<file path="src/rtl/fp_pkg.sv">
// Shared single-precision field helpers, constants and divider FSM states.
package fp_pkg;

    localparam logic [31:0] FP_TWO        = 32'h4000_0000;
    localparam logic [31:0] FP_QNAN       = 32'h7FC0_0000;
    localparam logic [30:0] FP_INF_MAG    = 31'h7F80_0000;
    localparam logic [31:0] FP_SEED_MAGIC = 32'h7EF3_11C3;
    localparam logic [7:0]  FP_EXP_MAX    = 8'hFF;
    // Divisors this large give a seed that underflows, so the quotient is flushed.
    localparam logic [7:0]  FP_EXP_SAT    = 8'hFD;

    typedef enum logic [2:0] {
        IDLE,
        SEED,
        MUL_DX,
        SUB_2,
        MUL_XT,
        MUL_AQ,
        DONE
    } state_t;

    function automatic logic fp_sign(input logic [31:0] x);
        return x[31];
    endfunction

    function automatic logic [7:0] fp_exp(input logic [31:0] x);
        return x[30:23];
    endfunction

    function automatic logic [22:0] fp_man(input logic [31:0] x);
        return x[22:0];
    endfunction

    function automatic logic fp_is_nan(input logic [31:0] x);
        return (fp_exp(x) == FP_EXP_MAX) && (fp_man(x) != 23'h0);
    endfunction

    function automatic logic fp_is_inf(input logic [31:0] x);
        return (fp_exp(x) == FP_EXP_MAX) && (fp_man(x) == 23'h0);
    endfunction

    // Subnormals flush to zero, so a zero exponent alone means zero.
    function automatic logic fp_is_zero(input logic [31:0] x);
        return fp_exp(x) == 8'h00;
    endfunction

endpackage

</file>
<file path="src/rtl/fp_addsub.sv">
// Single-precision add/subtract (y = a +/- b), round-to-nearest-even, flush-to-zero.
// Latency: combinational.
// Backpressure: none; output follows inputs.
module fp_addsub
    import fp_pkg::*;
(
    input  logic [31:0] a,
    input  logic [31:0] b,
    input  logic        sub,
    output logic [31:0] y
);

    logic [31:0]        bx;
    logic [31:0]        big;
    logic [31:0]        sml;
    logic [7:0]         d;
    logic [26:0]        mb;
    logic [26:0]        mshift;
    logic               lost;
    logic [27:0]        sum;
    logic [4:0]         lz;
    logic               found;
    logic [26:0]        n;
    logic signed [9:0]  e;
    logic [24:0]        r;

    always_comb begin
        bx  = {fp_sign(b) ^ sub, b[30:0]};
        big = (a[30:0] >= b[30:0]) ? a : bx;
        sml = (a[30:0] >= b[30:0]) ? bx : a;
        d   = fp_exp(big) - fp_exp(sml);
        mb  = {1'b1, fp_man(sml), 3'b000};
        if (d >= 8'd27) begin
            mshift = 27'h0;
            lost   = 1'b1;
        end else begin
            mshift = mb >> d;
            lost   = |(mb & ~(27'h7FF_FFFF << d));
        end
        mshift[0] = mshift[0] | lost;

        if (fp_sign(big) == fp_sign(sml)) begin
            sum = {2'b01, fp_man(big), 3'b000} + {1'b0, mshift};
        end else begin
            sum = {2'b01, fp_man(big), 3'b000} - {1'b0, mshift};
        end

        lz    = 5'd0;
        found = 1'b0;
        for (int i = 26; i >= 0; i--) begin
            if (!found && sum[i]) begin
                lz    = 5'(26 - i);
                found = 1'b1;
            end
        end

        e = $signed({2'b00, fp_exp(big)});
        if (sum[27]) begin
            n = {sum[27:2], sum[1] | sum[0]};
            e = e + 10'sd1;
        end else begin
            n = sum[26:0] << lz;
            e = e - $signed({5'b00000, lz});
        end
        r = {1'b0, n[26:3]} + {24'h0, n[2] & (n[1] | n[0] | n[3])};
        if (r[24]) begin
            e = e + 10'sd1;
        end
        y = {fp_sign(big), e[7:0], r[24] ? r[23:1] : r[22:0]};

        if (fp_is_nan(big) || fp_is_nan(sml) ||
            (fp_is_inf(big) && fp_is_inf(sml) && (fp_sign(big) != fp_sign(sml)))) begin
            y = FP_QNAN;
        end else if (fp_is_inf(big)) begin
            y = {fp_sign(big), FP_INF_MAG};
        end else if (fp_is_zero(sml)) begin
            y = fp_is_zero(big) ? 32'h0 : big;
        end else if (sum == 28'h0 || e <= 10'sd0) begin
            y = 32'h0;
        end else if (e >= 10'sd255) begin
            y = {fp_sign(big), FP_INF_MAG};
        end
    end

endmodule

</file>
<file path="src/rtl/fp_mul.sv">
// Single-precision multiplier, round-to-nearest-even, flush-to-zero.
// Latency: combinational.
// Backpressure: none; output follows inputs.
module fp_mul
    import fp_pkg::*;
(
    input  logic [31:0] a,
    input  logic [31:0] b,
    output logic [31:0] y
);

    logic               sign;
    logic [47:0]        prod;
    logic signed [9:0]  e;
    logic [22:0]        m;
    logic               g;
    logic               st;
    logic [24:0]        r;

    always_comb begin
        sign = fp_sign(a) ^ fp_sign(b);
        prod = {24'h0, 1'b1, fp_man(a)} * {24'h0, 1'b1, fp_man(b)};
        e    = $signed({2'b00, fp_exp(a)}) + $signed({2'b00, fp_exp(b)}) - 10'sd127;
        if (prod[47]) begin
            m  = prod[46:24];
            g  = prod[23];
            st = |prod[22:0];
            e  = e + 10'sd1;
        end else begin
            m  = prod[45:23];
            g  = prod[22];
            st = |prod[21:0];
        end
        r = {2'b01, m} + {24'h0, g & (st | m[0])};
        if (r[24]) begin
            e = e + 10'sd1;
        end
        y = {sign, e[7:0], r[24] ? r[23:1] : r[22:0]};

        if (fp_is_nan(a) || fp_is_nan(b)) begin
            y = FP_QNAN;
        end else if (fp_is_zero(a) || fp_is_zero(b)) begin
            y = {sign, 31'h0};
        end else if (fp_is_inf(a) || fp_is_inf(b) || (e >= 10'sd255)) begin
            y = {sign, FP_INF_MAG};
        end else if (e <= 10'sd0) begin
            y = {sign, 31'h0};
        end
    end

endmodule

</file>
<file path="src/rtl/fp_special_case.sv">
// Classifies divide operands and supplies the result override and flags.
// Latency: combinational.
// Backpressure: none; output follows inputs.
module fp_special_case
    import fp_pkg::*;
(
    input  logic [31:0] a,
    input  logic [31:0] b,
    output logic        ovr_en,
    output logic [31:0] ovr_val,
    output logic        invalid,
    output logic        div_by_zero
);

    logic s;
    logic a_nan, b_nan, a_inf, b_inf, a_zero, b_zero;

    always_comb begin
        s           = fp_sign(a) ^ fp_sign(b);
        a_nan       = fp_is_nan(a);
        b_nan       = fp_is_nan(b);
        a_inf       = fp_is_inf(a);
        b_inf       = fp_is_inf(b);
        a_zero      = fp_is_zero(a);
        b_zero      = fp_is_zero(b);
        ovr_en      = 1'b1;
        ovr_val     = 32'h0;
        invalid     = 1'b0;
        div_by_zero = 1'b0;
        if (a_nan || b_nan || (a_zero && b_zero) || (a_inf && b_inf)) begin
            ovr_val = FP_QNAN;
            invalid = 1'b1;
        end else if (a_inf) begin
            ovr_val = {s, FP_INF_MAG};
        end else if (b_zero) begin
            ovr_val     = {s, FP_INF_MAG};
            div_by_zero = 1'b1;
        end else if (b_inf || a_zero || (fp_exp(b) >= FP_EXP_SAT)) begin
            ovr_val = {s, 31'h0};
        end else begin
            ovr_en = 1'b0;
        end
    end

endmodule

</file>
<file path="src/rtl/fp_divide_nr.sv">
// Newton-Raphson single-precision divider sharing one multiplier and one subtractor.
// Latency: done 3*ITER+2 edges after the accepting edge, fixed for all operands.
// Backpressure: start is ignored while busy; no queueing.
module fp_divide_nr
    import fp_pkg::*;
#(
    parameter int          ITER       = 3,
    parameter logic [31:0] SEED_MAGIC = FP_SEED_MAGIC
) (
    input  logic        clk,
    input  logic        rst_n,
    input  logic        start,
    input  logic [31:0] dividend,
    input  logic [31:0] divisor,
    output logic        busy,
    output logic        done,
    output logic [31:0] quotient,
    output logic        div_by_zero,
    output logic        invalid
);

    state_t      state_q, state_d;
    logic [31:0] a_q, b_q, x_q, t_q;
    logic [2:0]  cnt_q;
    logic [31:0] mul_a, mul_b, mul_y, sub_y;
    logic [30:0] seed_mag;
    logic        ovr_en, sc_invalid, sc_dbz;
    logic [31:0] ovr_val;

    assign busy     = (state_q != IDLE);
    assign done     = (state_q == DONE);
    // Low 31 bits of the 32-bit subtraction; the seed sign is forced positive.
    assign seed_mag = SEED_MAGIC[30:0] - b_q[30:0];

    always_comb begin
        state_d = state_q;
        case (state_q)
            IDLE:    if (start) state_d = SEED;
            SEED:    state_d = MUL_DX;
            MUL_DX:  state_d = SUB_2;
            SUB_2:   state_d = MUL_XT;
            MUL_XT:  state_d = (cnt_q == 3'(ITER - 1)) ? MUL_AQ : MUL_DX;
            MUL_AQ:  state_d = DONE;
            DONE:    state_d = IDLE;
            default: state_d = IDLE;
        endcase
    end

    always_comb begin
        mul_a = x_q;
        mul_b = t_q;
        case (state_q)
            MUL_DX:  begin mul_a = {1'b0, b_q[30:0]}; mul_b = x_q; end
            MUL_AQ:  begin mul_a = {1'b0, a_q[30:0]}; mul_b = x_q; end
            default: begin mul_a = x_q;               mul_b = t_q; end
        endcase
    end

    fp_mul u_mul (
        .a (mul_a),
        .b (mul_b),
        .y (mul_y)
    );

    fp_addsub u_sub (
        .a   (FP_TWO),
        .b   (t_q),
        .sub (1'b1),
        .y   (sub_y)
    );

    fp_special_case u_special (
        .a           (a_q),
        .b           (b_q),
        .ovr_en      (ovr_en),
        .ovr_val     (ovr_val),
        .invalid     (sc_invalid),
        .div_by_zero (sc_dbz)
    );

    always_ff @(posedge clk or negedge rst_n) begin
        if (!rst_n) begin
            state_q <= IDLE;
        end else begin
            state_q <= state_d;
        end
    end

    always_ff @(posedge clk or negedge rst_n) begin
        if (!rst_n) begin
            a_q         <= 32'h0;
            b_q         <= 32'h0;
            x_q         <= 32'h0;
            t_q         <= 32'h0;
            cnt_q       <= 3'd0;
            quotient    <= 32'h0;
            div_by_zero <= 1'b0;
            invalid     <= 1'b0;
        end else begin
            case (state_q)
                IDLE: begin
                    if (start) begin
                        a_q         <= dividend;
                        b_q         <= divisor;
                        div_by_zero <= 1'b0;
                        invalid     <= 1'b0;
                    end
                end
                SEED: begin
                    x_q   <= {1'b0, seed_mag};
                    cnt_q <= 3'd0;
                end
                MUL_DX: t_q <= mul_y;
                SUB_2:  t_q <= sub_y;
                MUL_XT: begin
                    x_q   <= mul_y;
                    cnt_q <= cnt_q + 3'd1;
                end
                MUL_AQ: begin
                    quotient    <= ovr_en ? ovr_val : {a_q[31] ^ b_q[31], mul_y[30:0]};
                    invalid     <= sc_invalid;
                    div_by_zero <= sc_dbz;
                end
                default: ;
            endcase
        end
    end

endmodule

</file>
<file path="config.mk">
export PLATFORM = sky130hd
export DESIGN_NAME = fp_divide_nr
export DESIGN_NICKNAME = d
export VERILOG_FILES = /design/src/rtl/fp_pkg.sv /design/src/rtl/fp_addsub.sv /design/src/rtl/fp_mul.sv /design/src/rtl/fp_special_case.sv /design/src/rtl/fp_divide_nr.sv
export SDC_FILE = /design/constraint.sdc
export NUM_CORES = 2
export LEC_CHECK = 0
export CORE_MARGIN = 2
export CORE_UTILIZATION = 38
export CTS_CLUSTER_DIAMETER = 60
export DETAILED_ROUTE_END_ITERATION = 10
export PLACE_DENSITY_LB_ADDON = 0.25
export SETUP_SLACK_MARGIN = 0.05
export SLEW_MARGIN = 20
export SYNTH_ARGS = -nofsm -noshare
export SYNTH_HDL_FRONTEND = slang
export SYNTH_HIERARCHICAL = 1
export SYNTH_SLANG_ARGS = --single-unit
</file>
<file path="constraint.sdc">
create_clock -name clk -period 26.7 [get_ports clk]
set_clock_uncertainty 0.05 [all_clocks]
set_input_delay 8.01 -clock clk [delete_from_list [all_inputs] [get_ports clk]]
set_output_delay 8.01 -clock clk [all_outputs]
set_load 0.01 [all_outputs]
</file>
==> summary.txt <==
Outcome
  – Outcome: complete, no violations

Critical path
  – Crit end category: flip-flop
  – Worst setup path class: reg -> reg
  – Critical path buffers and inverters: 7
  – Startpoint Class: flip-flop
  – Crit path top cell by count: o21ai_0
  – CP max FO: between 50 and 60
  – Critical Path AT: about 17 ns
  – WP data required: about 27 ns
  – Slowest library cell on the worst path: nor2_1
  – CP top delay family: compound AO/OA/AOI/OAI gates
  – R2R Setup Slk: 10.27 ns
  – Slowest stage delay, CP: roughly 0.81 ns

Global routing
  – Tot GR Track Use: between 20 and 30%
  – Initial antenna violation count: 13
  – Overflow after GRT: 0
  – Vias in the first global route: approximately 42000
  – First-pass GRT wire length: roughly 270 mm
  – Largest net degree at the start of global routing: roughly 100

Clock tree
  – Post-CTS Hold Buffers: 0
  – Clk buf depth: 2
  – TritonCTS Buffers: 17
  – TritonCTS clock tree: yes
  – Post-CTS Setup Inserts: 0
  – H-tree depth: 4
  – Clock transition at the registers of the reported paths: roughly 0.080 ns
  – Clk_lat worst skew: around 0.46 ns
  – CTS root buf: clkbuf_16
  – TritonCTS Sinks: 168
  – Post-CTS sizing: 0

Layout
  – Commonest non-fill, non-tap cell in the layout: inv_1
  – Area Growth Syn to Fin: 7.49%
  – Most frequent cells in the layout: inv_1, nand2_1, fa_1, nor2_1, a21oi_1
  – Share of post-route cells with drive strength above 1: 7.24%
  – Post-layout net count: around 6500
  – Fillers: roughly 12000

Logic synthesis
  – Post-synth top area share: 21.7%
  – Largest area contributor in the netlist: fa_1
  – Mean post-synth cell area: approximately 7.9 µm²
  – Post-synthesis cell area: between 40000 and 50000 µm²
  – Flip-flop and latch count after synthesis: between 150 and 200
  – Async SR Flop Fraction: 100%
  – Synth unique cells: between 100 and 150
  – Synth Instances: about 5600
  – Prevailing post-synth register cell: dfrtp_1
  – Ys Warns: 6
  – Dominant cells by area after synthesis: fa_1, dfrtp_1, ha_1, inv_1, nand2_1
  – Register area share after synthesis: 9.40%
  – Number of flops mapped to enable cells by yosys: 0

Routing
  – WL/cell: about 24 µm
  – Vias post-DR: ~43000
  – Post-DR vias/cell: between 5 and 6
  – First-pass DRT Iterations: 6
  – Post-route ant nets: 0
  – Final WL: approximately 180 mm
  – DRC violation count after routing: 0
  – DRT iter0 DRCs: about 4300

Timing
  – Relative slew slack: 11.2%
  – Final hold vios: 0
  – Worst slew pin tran: around 1.3 ns
  – TNS Setup: 0 ns
  – Final Cycle Share: between 60% and 70%
  – Final WS setup: 10.27 ns
  – Fmax: between 0.06 and 0.07 GHz
  – Final setup violating endpoints: 0
  – WHS: approximately 0.43 ns
  – Slew Viols, Final: 0
  – Final min period: 16.43 ns
  – Unrepaired setup endpoints after global routing: false

Floorplan
  – Row count: 125
  – CORE AREA: 117000 µm²
  – Die width: between 300 and 400 µm
  – Initial Util: between 30% and 40%
  – Die area: 120000 µm²
  – # IOs: 103
  – Die Span Y: about 350 µm

Place
  – Detailed-placement wirelength estimate: between 100 and 150 mm
  – RePlAce Congestion: between 1 and 1.5
  – I/O Buffers: 102
  – Place WS: roughly 11 ns

Flow run
  – Max_cap viols: 0

Hold path
  – Worst hold-check path type: reg -> reg
==> final timing paths <==
kind | endpoint | startpoint | depth (start not counted)
min reg2reg | quotient[25]$_DFFE_PN0N_ | quotient[25]$_DFFE_PN0N_ | 2
max | t_q[22]$_DFFE_PN0P_ | t_q[13]$_DFFE_PN0P_ | 55
min | quotient[25]$_DFFE_PN0N_ | quotient[25]$_DFFE_PN0N_ | 2
min in group asynchronous | b_q[13]$_DFFE_PN0P_ | rst_n | 1
max reg2reg | t_q[22]$_DFFE_PN0P_ | t_q[13]$_DFFE_PN0P_ | 55
max in group asynchronous | state_q[0]$_DFFE_PN0P_ | rst_n | 3
==> worst min-delay path, stage by stage (launching register included) <==
cell     delay (ns)
dfrtp_1        0.34
nand2_1        0.05
o21ai_0        0.06
==> kinds of logic after synthesis <==
family,after synthesis,share of synthesized area (%)
xor+xnor,173,3.44
fa+ha+maj,767,29.6
flops,168,9.40
buf+inv,1084,10.1
simple gates,1934,21.7
other cells,3,0.0252
compound gates,1230,18.7
mux,277,7.00
==> cell usage after synthesis (all sizes together), types with 12 or more instances <==
master   number
a2111oi      15
nand3       123
a31oi        52
o221ai       12
nor4         72
a21oi       292
nor3        112
o311ai       14
a211oi       55
or3          29
mux2        122
o31ai        29
o21ai       331
dfrtp       168
a21o         48
a22oi        61
or4          23
nor2        331
mux2i       140
o2111ai      19
o41ai        12
fa          485
nand2       728
and3         29
o21a         23
xnor2       116
a21boi       14
inv         729
or2          21
clkbuf      202
a221oi       20
o211ai       45
nand2b       33
o21bai       33
nand4        83
xor2         57
nor2b        28
buf         150
and2        277
ha          282
o22ai        33
mux4         15
==> through the flow <==
stage	utilization, %	std cells	cell area, µm²
CTS	41.2	7240	48000
global route	41.2	7246	48100
detailed placement	40.6	7208	47400
finish	41.2	7247	48100
global placement	40.6	7208	47300
floorplan	-	5857	45500
==> per-layer routing <==
| layer | track usage, % | up-vias | part of all wire (%) |
|---|---|---|---|
| met5 | 0 | - | 0.013 |
| met4 | 11.4 | 4 | 4.6 |
| met3 | 4.04 | 439 | 8.4 |
| met2 | 47.3 | 2092 | 46 |
| met1 | 37.7 | 21100 | 41 |
| li1 | - | 19100 | - |
==> state kept, by name (all words and copies together) (netlist names) <==
register and flops:
a_q 32, b_q 32, quotient 32, t_q 32
x_q 32, cnt_q 3, state_q 3, div_by_zero 1
invalid 1
==> final cells by class <==
class / instances / area, µm² / share of cell area (%)
repair buffers: 181 / 1650 / 3.43
clock inverters: 15 / 205 / 0.427
flip-flops and latches: 168 / 4210 / 8.75
clock buffers: 17 / 425 / 0.885
inverters: 732 / 2750 / 5.73
diodes: 5 / 12.5 / 0.0260
multi-input cells: 4605 / 36900 / 76.8
well taps: 1524 / 1910 / 3.97
Power is not shown: default switching activity piles up to over one toggle a cycle in this logic, so the estimate is an artifact.
